==> config.mk <==
export PLATFORM = sky130hd
export DESIGN_NAME = rob_commit_unit
export DESIGN_NICKNAME = d
export VERILOG_FILES = /design/src/rtl/rob_commit_unit.sv
export SDC_FILE = /design/constraint.sdc
export NUM_CORES = 1
export LEC_CHECK = 0
export CAP_MARGIN = 20
export CORE_MARGIN = 2
export CORE_UTILIZATION = 30
export CTS_CLUSTER_SIZE = 25
export DETAILED_ROUTE_END_ITERATION = 10
export GPL_TIMING_DRIVEN = 0
export MAX_ROUTING_LAYER = met4
export PLACE_DENSITY_LB_ADDON = 0.15
export SLEW_MARGIN = 40
export SYNTH_ARGS = -nofsm -noshare
export SYNTH_HDL_FRONTEND = slang
export SYNTH_SLANG_ARGS = --single-unit
export TNS_END_PERCENT = 10
==> constraint.sdc <==
create_clock -name clk -period 7.05 [get_ports clk]
set_input_delay 0.705 -clock clk [delete_from_list [all_inputs] [get_ports clk]]
set_output_delay 0.705 -clock clk [all_outputs]
set_load 0.02 [all_outputs]
==> src/rtl/rob_commit_unit.sv <==
// Reorder buffer with in-order commit: dispatch allocates at tail, writeback marks complete, head retires.
// Optional ROB_PERF_CNT_EN adds retire_count / stall_count performance counters.
module rob_commit_unit #(
  parameter int unsigned DEPTH  = 16,
  parameter int unsigned IDX_W  = 4,
  parameter int unsigned PREG_W = 7
) (
  input  logic              clk,
  input  logic              rst_n,
  input  logic              flush,
  input  logic              alloc_valid,
  output logic              alloc_ready,
  input  logic [PREG_W-1:0] alloc_pd_new,
  input  logic [PREG_W-1:0] alloc_pd_old,
  input  logic [31:0]       alloc_pc,
  output logic [IDX_W-1:0]  alloc_rob_index,
  input  logic              cmpl_valid,
  input  logic [IDX_W-1:0]  cmpl_rob_index,
  output logic              retire_valid,
  input  logic              retire_ready,
  output logic [PREG_W-1:0] retire_pd_new,
  output logic [PREG_W-1:0] retire_pd_old,
  output logic [31:0]       retire_pc,
  output logic [IDX_W-1:0]  retire_rob_index,
  output logic [IDX_W:0]    count,
  output logic              full,
  output logic              empty
`ifdef ROB_PERF_CNT_EN
  ,
  output logic [31:0]       retire_count,
  output logic [31:0]       stall_count
`endif
);

  localparam int unsigned CNT_W = IDX_W + 1;

  typedef struct packed {
    logic [PREG_W-1:0] pd_new;
    logic [PREG_W-1:0] pd_old;
    logic [31:0]       pc;
  } rob_payload_t;

  logic [DEPTH-1:0] valid_q, valid_d;
  logic [DEPTH-1:0] complete_q, complete_d;
  rob_payload_t     payload_q [DEPTH];
  rob_payload_t     payload_d [DEPTH];
  logic [IDX_W-1:0] head_q, head_d;
  logic [IDX_W-1:0] tail_q, tail_d;
  logic [CNT_W-1:0] count_q, count_d;

  logic alloc_fire;
  logic retire_fire;

  // Status and head-entry view, all derived from registered state
  always_comb begin
    full             = (count_q == CNT_W'(DEPTH));
    empty            = (count_q == '0);
    count            = count_q;
    alloc_ready      = !full;
    alloc_rob_index  = tail_q;
    retire_rob_index = head_q;
    retire_valid     = valid_q[head_q] && complete_q[head_q];
    retire_pd_new    = payload_q[head_q].pd_new;
    retire_pd_old    = payload_q[head_q].pd_old;
    retire_pc        = payload_q[head_q].pc;
    alloc_fire       = alloc_valid && alloc_ready;
    retire_fire      = retire_valid && retire_ready;
  end

  // Next state: flush dominates; completion is applied before retire/alloc so they override it
  always_comb begin
    valid_d    = valid_q;
    complete_d = complete_q;
    payload_d  = payload_q;
    head_d     = head_q;
    tail_d     = tail_q;
    count_d    = count_q;
    if (flush) begin
      valid_d    = '0;
      complete_d = '0;
      head_d     = '0;
      tail_d     = '0;
      count_d    = '0;
    end else begin
      if (cmpl_valid && valid_q[cmpl_rob_index]) begin
        complete_d[cmpl_rob_index] = 1'b1;
      end
      if (retire_fire) begin
        valid_d[head_q]    = 1'b0;
        complete_d[head_q] = 1'b0;
        head_d             = head_q + IDX_W'(1);
      end
      if (alloc_fire) begin
        valid_d[tail_q]          = 1'b1;
        complete_d[tail_q]       = 1'b0;
        payload_d[tail_q].pd_new = alloc_pd_new;
        payload_d[tail_q].pd_old = alloc_pd_old;
        payload_d[tail_q].pc     = alloc_pc;
        tail_d                   = tail_q + IDX_W'(1);
      end
      case ({alloc_fire, retire_fire})
        2'b10:   count_d = count_q + CNT_W'(1);
        2'b01:   count_d = count_q - CNT_W'(1);
        default: count_d = count_q;
      endcase
    end
  end

  always_ff @(posedge clk or negedge rst_n) begin
    if (!rst_n) begin
      valid_q    <= '0;
      complete_q <= '0;
      head_q     <= '0;
      tail_q     <= '0;
      count_q    <= '0;
      for (int i = 0; i < int'(DEPTH); i++) begin
        payload_q[i] <= '0;
      end
    end else begin
      valid_q    <= valid_d;
      complete_q <= complete_d;
      head_q     <= head_d;
      tail_q     <= tail_d;
      count_q    <= count_d;
      for (int i = 0; i < int'(DEPTH); i++) begin
        payload_q[i] <= payload_d[i];
      end
    end
  end

`ifdef ROB_PERF_CNT_EN
  logic [31:0] retire_count_q, retire_count_d;
  logic [31:0] stall_count_q, stall_count_d;

  // Counters survive flush; a retire in the flush cycle is discarded and not counted
  always_comb begin
    retire_count_d = retire_count_q;
    stall_count_d  = stall_count_q;
    if (retire_fire && !flush) begin
      retire_count_d = retire_count_q + 32'd1;
    end
    if (!empty && !retire_valid) begin
      stall_count_d = stall_count_q + 32'd1;
    end
  end

  always_ff @(posedge clk or negedge rst_n) begin
    if (!rst_n) begin
      retire_count_q <= '0;
      stall_count_q  <= '0;
    end else begin
      retire_count_q <= retire_count_d;
      stall_count_q  <= stall_count_d;
    end
  end

  assign retire_count = retire_count_q;
  assign stall_count  = stall_count_q;
`endif

endmodule

After elaboration in Yosys (flattened, before gate mapping) --
Cells that the tools add are included.
Storage, ports and cells: word-level logic and storage cells 133, register bits 781
Operators by class: muxes and demuxes 40, order comparisons 9, $add $sub $neg 4, reductions and logical operators 14, bitwise gates (word level) 10, equal/unequal tests 3
Operators with widths (count):
- bitwise mux 736 bit | 3
- demux 46 bit (select 4 bit) | 3
- binary-select mux 46 bit (select 4 bit) | 1
- 2-to-1 mux 16 bit | 10
- 2-to-1 mux 46 bit | 3
- AND 16 bit | 3
- 2-to-1 mux 39 bit | 1
- 2-to-1 mux 32 bit | 1
- NOT 16 bit | 2
- OR 16 bit | 2
- 2-to-1 mux 4 bit | 4
- < comparator 4 x 5 -> 1 bit, second input constant | 3
- binary-select mux 1 bit (select 4 bit) | 3
- demux 1 bit (select 4 bit) | 3
- greater-or-equal comparator 4 x 1 -> 1 bit, second input constant | 3
- greater-or-equal comparator 5 bit, second input constant | 2
- NOT 4 -> 5 bit | 2
- one-hot mux 5 bit (2 select lines) | 1
- adder 4 x 1 -> 4 bit, second input constant | 2
- logical AND 1 bit | 8
- 2-to-1 mux 1 bit | 6
- adder 5 x 1 -> 5 bit, second input constant | 1
- equality test 5 bit, second input constant | 1
- zero test 5 bit | 1
- 10 further kinds | 11

Longest topological paths before layout --
Gate-level depths: netlist of the first run.
depth after elaboration 13, gate-level depth with buffers 12, gate-level depth less buffers 11

Worst setup path before layout of the first run --
Ideal clock, no wire load.
path type flip-flop to output port, from register head_q[0] (netlist: retire_rob_index[0]), to output port retire_pc[28], data required time 6.345 ns, arrival time 2.439 ns, stages on the path, launching flop included 6, slack 3.906 ns, path through dfrtp_1 > buf_2 > buf_2 > buf_2 > mux4_2 > mux4_2
Between the ends: longest elaborated chain between the ends 4
Ends and longest elaborated chain:
- start, declared | RTL line 47 | logic [IDX_W-1:0] head_q, head_d;
- start signal, assigned | RTL line 113 | head_q <= '0;
- start signal, assigned | RTL line 122 | head_q <= head_d;
- NOT 4 -> 5 bit (implied by the code) | RTL line 65 | retire_pc = payload_q[head_q].pc;
- binary-select mux 46 bit (select 4 bit) | RTL line 65
- 2-to-1 mux 46 bit (implied by the code) (2 in a row) | RTL line 65
- end, declared | RTL line 23 | output logic [31:0] retire_pc,
No other way between the ends. The select of a mux whose other input is x is not followed.

Worst setup path after layout of the first run --
from register head_q[1] (netlist: retire_rob_index[1]), to output port retire_pc[24]
The elaborated chain is that of the path after synthesis.

==> results.ini, run 1 <==
[status]
status=finished clean

[timing]
rsz0062_at_grt=no
totalNegativeSetupSlack_ns=0
min_period_over_period_pct=77.6
slew_headroom_pct=44.1
slew_violations=0
hold_viol_final=0
final.min_clock_period_ns=5.47
finalSetupViolCount=0
worstMarginPinSlew_ns=0.838
fmax_ghz=0.183
fin_worst_skew_ns=0.0176

[routing]
vias=20600
dr.pass1.iters=5
viasPerCell=5.16
first_iter_violations=1256
ant_nets=0
wire_per_inst_um=26.5
drc=0
wl_um=106000

[synthesis]
synthTopCellsByCount=dfrtp_1, mux2_2, mux4_2, buf_2, clkbuf_1
synth_edf_count=0
synth_fp_nets=2242
synth_flop_cell=dfrtp_1
synth_area_leaders=dfrtp_1, mux2_2, mux4_2
synth.distinct_cells=52
yosysWarnings=0
synthCells=2176
yosysTopAreaCell=dfrtp_1
synth.most_common_cell=dfrtp_1
async_flop_share_pct=100
ys_seq_area_share_pct=55.0
synth_top_area_share_pct=55.0
yosys_register_bits=781
syn_avg_cell_area_um2=16.3
syn_area_mm2=0.0355

[power_and_ir_drop]
p_total_mw=10.5
ir_drop_mv=0.165
powerDensity_mw_per_mm2=251
p_leak_nw=19.3

[placement]
place_area_mm2=0.0389
place_hpwl_um=68600
routabilityCongestion=0.837
portBuffers=114

[setup_path]
crit_top_cell=clkbuf_1
end_kind=primary output
crit_family=buffers and inverters
critPathBufInv=4
cpMaxStageDelayCell=clkbuf_1
cp_data_required_time_ns=6.34
cp_max_fo=10
setup.worst_path.class=reg2out
path_cells=clkbuf_1, clkbuf_1, clkbuf_1, mux4_2, mux4_2, clkdlybuf4s50_1
start_kind=flip-flop
max_stage_delay_ns=0.70
critPathArrivalTime_ns=4.77

[floorplanning]
die_w_um=348
floorplan.initialDensity_pct=30.2
ioPinCount=119
core_area_mm2=0.118
die_h_um=348
die-area_mm2=0.121
row_count=126

[finish]
drive_gt1_share_pct=51.6
num-fill-cells=11100
fin_nets=2455
seqCellArea_mm2=0.0195
multi_input_area_mm2=0.0151
syn_to_final_growth_pct=17.5
utilization_pct=35.5
final_area_mm2=0.0418

[clock_tree]
cts_tree=built
cts_root_buf=clkbuf_16
post_cts_buffers=0
clk_pin_slew_worst_paths_ns=0.05
max-clock-path-buffers=3
clk_latency_ns=0.65
tritoncts_num_sinks=781
cts-buffers-inserted=88
cts.htree.levels=3

[grt]
antenna_found_initial=9
grt_pass1_wl_um=157000
grt_pass1_vias=22800
track_usage_pct=18.1
overflow=0
grt_max_degree=116

[min_path]
hp-class=reg2reg

[job]
max_cap_violations=0

## state kept, by name, indices dropped and copies added (netlist names)
name / flops
complete_q: 16
count: 5
retire_rob_index: 4
valid_q: 16
alloc_rob_index: 4
payload_q: 736
## what timing repair did
action	4_1_cts	5_1_grt
gates resized for setup	0	0
hold endpoints to repair	46	0
hold buffers	1	0
## cell type report
class / instances / area share (%)
inverters: 5 / 0.0450
flip-flops and latches: 781 / 46.8
multi-input cells: 1195 / 36.1
clock buffers: 125 / 6.16
clock inverters: 23 / 0.698
plain buffers: 195 / 2.22
well taps: 1536 / 4.60
repair buffers: 123 / 3.28
diodes: 7 / 0.0420
## final timing paths
check / start / end / slack, ns / cells past startpoint
hold / removal: payload_q[44] / payload_q[44] / 0.50 / 1
max in group asynchronous: rst_n / payload_q[377] / 4.13 / 6
min in group asynchronous: rst_n / payload_q[217] / 0.57 / 2
setup reg to reg: retire_rob_index[0] / count[2] / 3.48 / 9
setup / recovery: retire_rob_index[1] / retire_pc[24] / 1.58 / 6
hold reg to reg: payload_q[44] / payload_q[44] / 0.50 / 1
## stage by stage
step           hold slack [ns]  std cells  worst slack (ns)
2_1_floorplan            0.409       2176              3.91
3_3_place_gp             0.481       3826            -29.17
3_5_place_dp             0.488       3833              2.20
4_1_cts                  0.501       3982              1.43
5_1_grt                  0.507       3989              1.41
6_report                 0.499       3990              1.58
## layer usage
layer / wire, µm / share of wire [%] / global-route usage, % / vias up
li1: - / - / - / 8630
met1: 46400 / 44 / 23.5 / 11400
met2: 51900 / 49 / 29.3 / 426
met3: 5180 / 4.9 / 3.37 / 132
met4: 2040 / 1.9 / 4.50 / 0
met5: 0 / 0 / - / -
## placed cells by master, fill, tap and decap left out, types with 17 or more instances in the layout
| cell | netlist | routed |
|---|---|---|
| nand2_1 | 45 | 45 |
| mux4_2 | 235 | 235 |
| buf_2 | 98 | 114 |
| nor2_1 | 27 | 27 |
| dfrtp_1 | 781 | 781 |
| clkbuf_2 | 0 | 17 |
| clkbuf_1 | 75 | 72 |
| clkbuf_8 | 0 | 23 |
| clkdlybuf4s50_1 | 0 | 113 |
| mux2_2 | 736 | 736 |
| clkbuf_16 | 0 | 88 |
| nand3_1 | 20 | 20 |
## power by group
group          switching (mW)  internal, mW  leakage (nW)
registers               0.137          4.77          10.6
clock network            1.88          2.71          1.42
logic                   0.475         0.533          7.22
total                    2.49          8.01          19.3
## cell families (layout without fill, tap and decap cells)
logic type / after synthesis / in the layout / synth area share, %
fa+ha+maj: 10 / 10 / 0.352
simple gates: 147 / 147 / 2.14
buf+inv: 200 / 471 / 2.54
xor+xnor: 8 / 8 / 0.218
flops: 781 / 781 / 55.0
other cells: 0 / 7 / 0
mux: 974 / 974 / 38.3
compound gates: 56 / 56 / 1.45
No activity file was read; power rests on OpenSTA's default activity.
==> inputs of run 2 (changes only) <==
clock period = 4.9 ns   (was 7.05 ns; I/O delays follow)
==> results.ini, run 2 (synthesis gave the netlist of run 1 again) <==
[setup_path]
cp_max_fo=11  ; +1
path_cells=buf_2, clkbuf_4, buf_4, mux4_2, mux4_2, clkdlybuf4s50_1
critPathBufInv=4  ; unchanged
crit_top_cell=mux4_2
end_kind=primary output
max_stage_delay_ns=0.60  ; -0.10 ns
crit_family=buffers and inverters
cpMaxStageDelayCell=dfrtp_1
setup.worst_path.class=reg2out
start_kind=flip-flop
critPathArrivalTime_ns=4.26  ; -0.51 ns
cp_data_required_time_ns=4.41  ; -1.93 ns

[power_and_ir_drop]
p_sw_share_pct=23.7  ; about the same
combPwrFrac_pct=9.6  ; about the same
p_clk_share_pct=43.7  ; about the same
powerDensity_mw_per_mm2=361  ; +44%
ir_drop_mv=0.238  ; +44%
seq_power_share_pct=46.7  ; about the same
p_leak_nw=19.3  ; about the same
p_switching_mw=3.58  ; +44%
p_int_mw=11.5  ; +44%

[status]
status=finished clean

[finish]
top_register=payload_q
num-fill-cells=11100  ; -0.036%
final_common_cell=dfrtp_1
largest_reg_flops=736  ; unchanged
drive_gt1_share_pct=51.7  ; +0.14 points
reg_top3=payload_q: 736 flops, complete_q: 16 flops, valid_q: 16 flops
utilization_pct=35.5  ; about the same
syn_to_final_growth_pct=17.6  ; about the same
fin_nets=2454  ; -0.041%
final_cell_mix=dfrtp_1, mux2_2, mux4_2, clkdlybuf4s50_1, buf_2

[floorplanning]
core_area_mm2=0.118  ; unchanged
floorplan.initialDensity_pct=30.2  ; unchanged
row_count=126  ; unchanged
ioPinCount=119  ; unchanged
die_h_um=348  ; unchanged
die-area_mm2=0.121  ; unchanged
die_w_um=348  ; unchanged

[grt]
grt_pass1_vias=22800  ; -0.0088%
grt_max_degree=116  ; unchanged
grt_use_met3_pct=3.37  ; unchanged
grt_busiest_layer=met2
antenna_found_initial=8  ; -1
grt_pass1_wl_um=157000  ; about the same
overflow=0  ; unchanged
gr-usage-met1_pct=23.5  ; about the same
grt_util_met2_pct=29.3  ; about the same
track_usage_pct=18.1  ; about the same

[routing]
wl_um=105000  ; -0.18%
viasPerCell=5.16  ; about the same
drc=0  ; unchanged
dr.pass1.iters=5  ; unchanged
ant_nets=0  ; unchanged
vias=20600  ; -0.039%
wire_per_inst_um=26.4  ; -0.16%
first_iter_violations=1287  ; +2.5%

[timing]
final.min_clock_period_ns=4.75
slew_violations=0  ; unchanged
min_period_over_period_pct=96.9
hold_viol_final=0  ; unchanged
fin_worst_skew_ns=0.0188  ; +0.00121 ns
slew_headroom_pct=56.2  ; +12 points
fmax_ghz=0.211
finalSetupViolCount=0  ; unchanged
finalWorstSetupSlack_ns=0.151  ; -1.43 ns
worstMarginPinSlew_ns=0.655  ; -0.184 ns
totalNegativeSetupSlack_ns=0  ; unchanged
rsz0062_at_grt=no

[clock_tree]
clk_latency_ns=0.65  ; about the same
cts-buffers-inserted=88  ; unchanged
cts_tree=built
clk_pin_slew_worst_paths_ns=0.06  ; about the same
tritoncts_num_sinks=781  ; unchanged
cts_root_buf=clkbuf_16
post_cts_buffers=0  ; unchanged
max-clock-path-buffers=3  ; unchanged
cts.htree.levels=3  ; unchanged

[placement]
portBuffers=114  ; unchanged
place_hpwl_um=68600  ; unchanged
routabilityCongestion=0.837  ; unchanged
dp_slack_ns=0.263  ; -1.94 ns

[min_path]
hp-class=in2async

[job]
max_cap_violations=0  ; unchanged

run 2: changes by cell type in the layout (fill, tap and decap cells not counted):
cell / delta
buf_2: -13
buf_4: +12
clkbuf_1: -4
clkbuf_2: +3
clkbuf_4: +1
run 2: timing repair:
action                     CTS  global route
resized for setup           19             0
setup endpoints to repair   46             0
hold endpoints to repair    46             0
hold buffers                 1             0
run 2: power groups by stage:
stage          Clock [mW]  Combinational [mW]  Sequential (mW)
6_report             6.60                1.45             7.05
5_1_grt              7.09                1.58             7.09
4_1_cts              6.82                1.49             7.05
3_5_place_dp            0                1.48             7.17
3_3_place_gp            0                1.42             7.17
2_1_floorplan           0               0.845             7.09
run 2: area by class of cell:
cell class                      count  area [µm²]  area share (%)
Antenna cell                        7        17.5          0.0419
Buffer                            195         966            2.31
Clock buffer                      125        2570            6.15
Clock inverter                     23         292           0.698
Inverter                            5        18.8          0.0449
Multi-Input combinational cell   1195       15100            36.1
Sequential cell                   781       19500            46.8
Tap cell                         1536        1920            4.60
Timing Repair Buffer              122        1360            3.26
run 2: worst paths after layout:
| check | start | depth (start not counted) | endpoint | slack [ns] |
|---|---|---|---|---|
| worst max-delay path | retire_rob_index[0] | 6 | retire_pd_new[6] | 0.15 |
| worst min register to register | payload_q[400] | 1 | payload_q[400] | 0.50 |
| worst min-delay path | rst_n | 2 | payload_q[217] | 0.35 |
| min in group clk | payload_q[400] | 1 | payload_q[400] | 0.50 |
| worst max register to register | retire_rob_index[0] | 11 | count[2] | 1.42 |
| max in group asynchronous | rst_n | 6 | payload_q[377] | 2.20 |
run 2: layer usage:
| layer | part of all wire (%) | vias to the layer above |
|---|---|---|
| li1 | - | 8629 |
| met4 | 1.9 | 0 |
| met5 | 0 | - |
| met3 | 4.7 | 131 |
| met1 | 44 | 11400 |
| met2 | 49 | 405 |
run 2: metrics by stage:
step / area [µm²] / instances / total power, mW / hold slack [ns]
6_report: 41800 / 3989 / 15.1 / 0.355
3_3_place_gp: 38600 / 3826 / 8.58 / 0.481
2_1_floorplan: 35500 / 2176 / 7.94 / 0.194
5_1_grt: 41800 / 3988 / 15.8 / 0.363
3_5_place_dp: 38900 / 3833 / 8.65 / 0.380
4_1_cts: 41800 / 3982 / 15.4 / 0.331
run 2: worst register-to-register path, cell delays in order (launching register included):
cell,delay [ns]
dfrtp_1,0.54
buf_2,0.35
nand3b_1,0.25
a32o_1,0.26
nor4_4,0.23
o2111ai_2,0.30
nor2_2,0.27
xor2_1,0.10
ha_1,0.24
or4_1,0.54
and3b_1,0.19
nor3_2,0.13
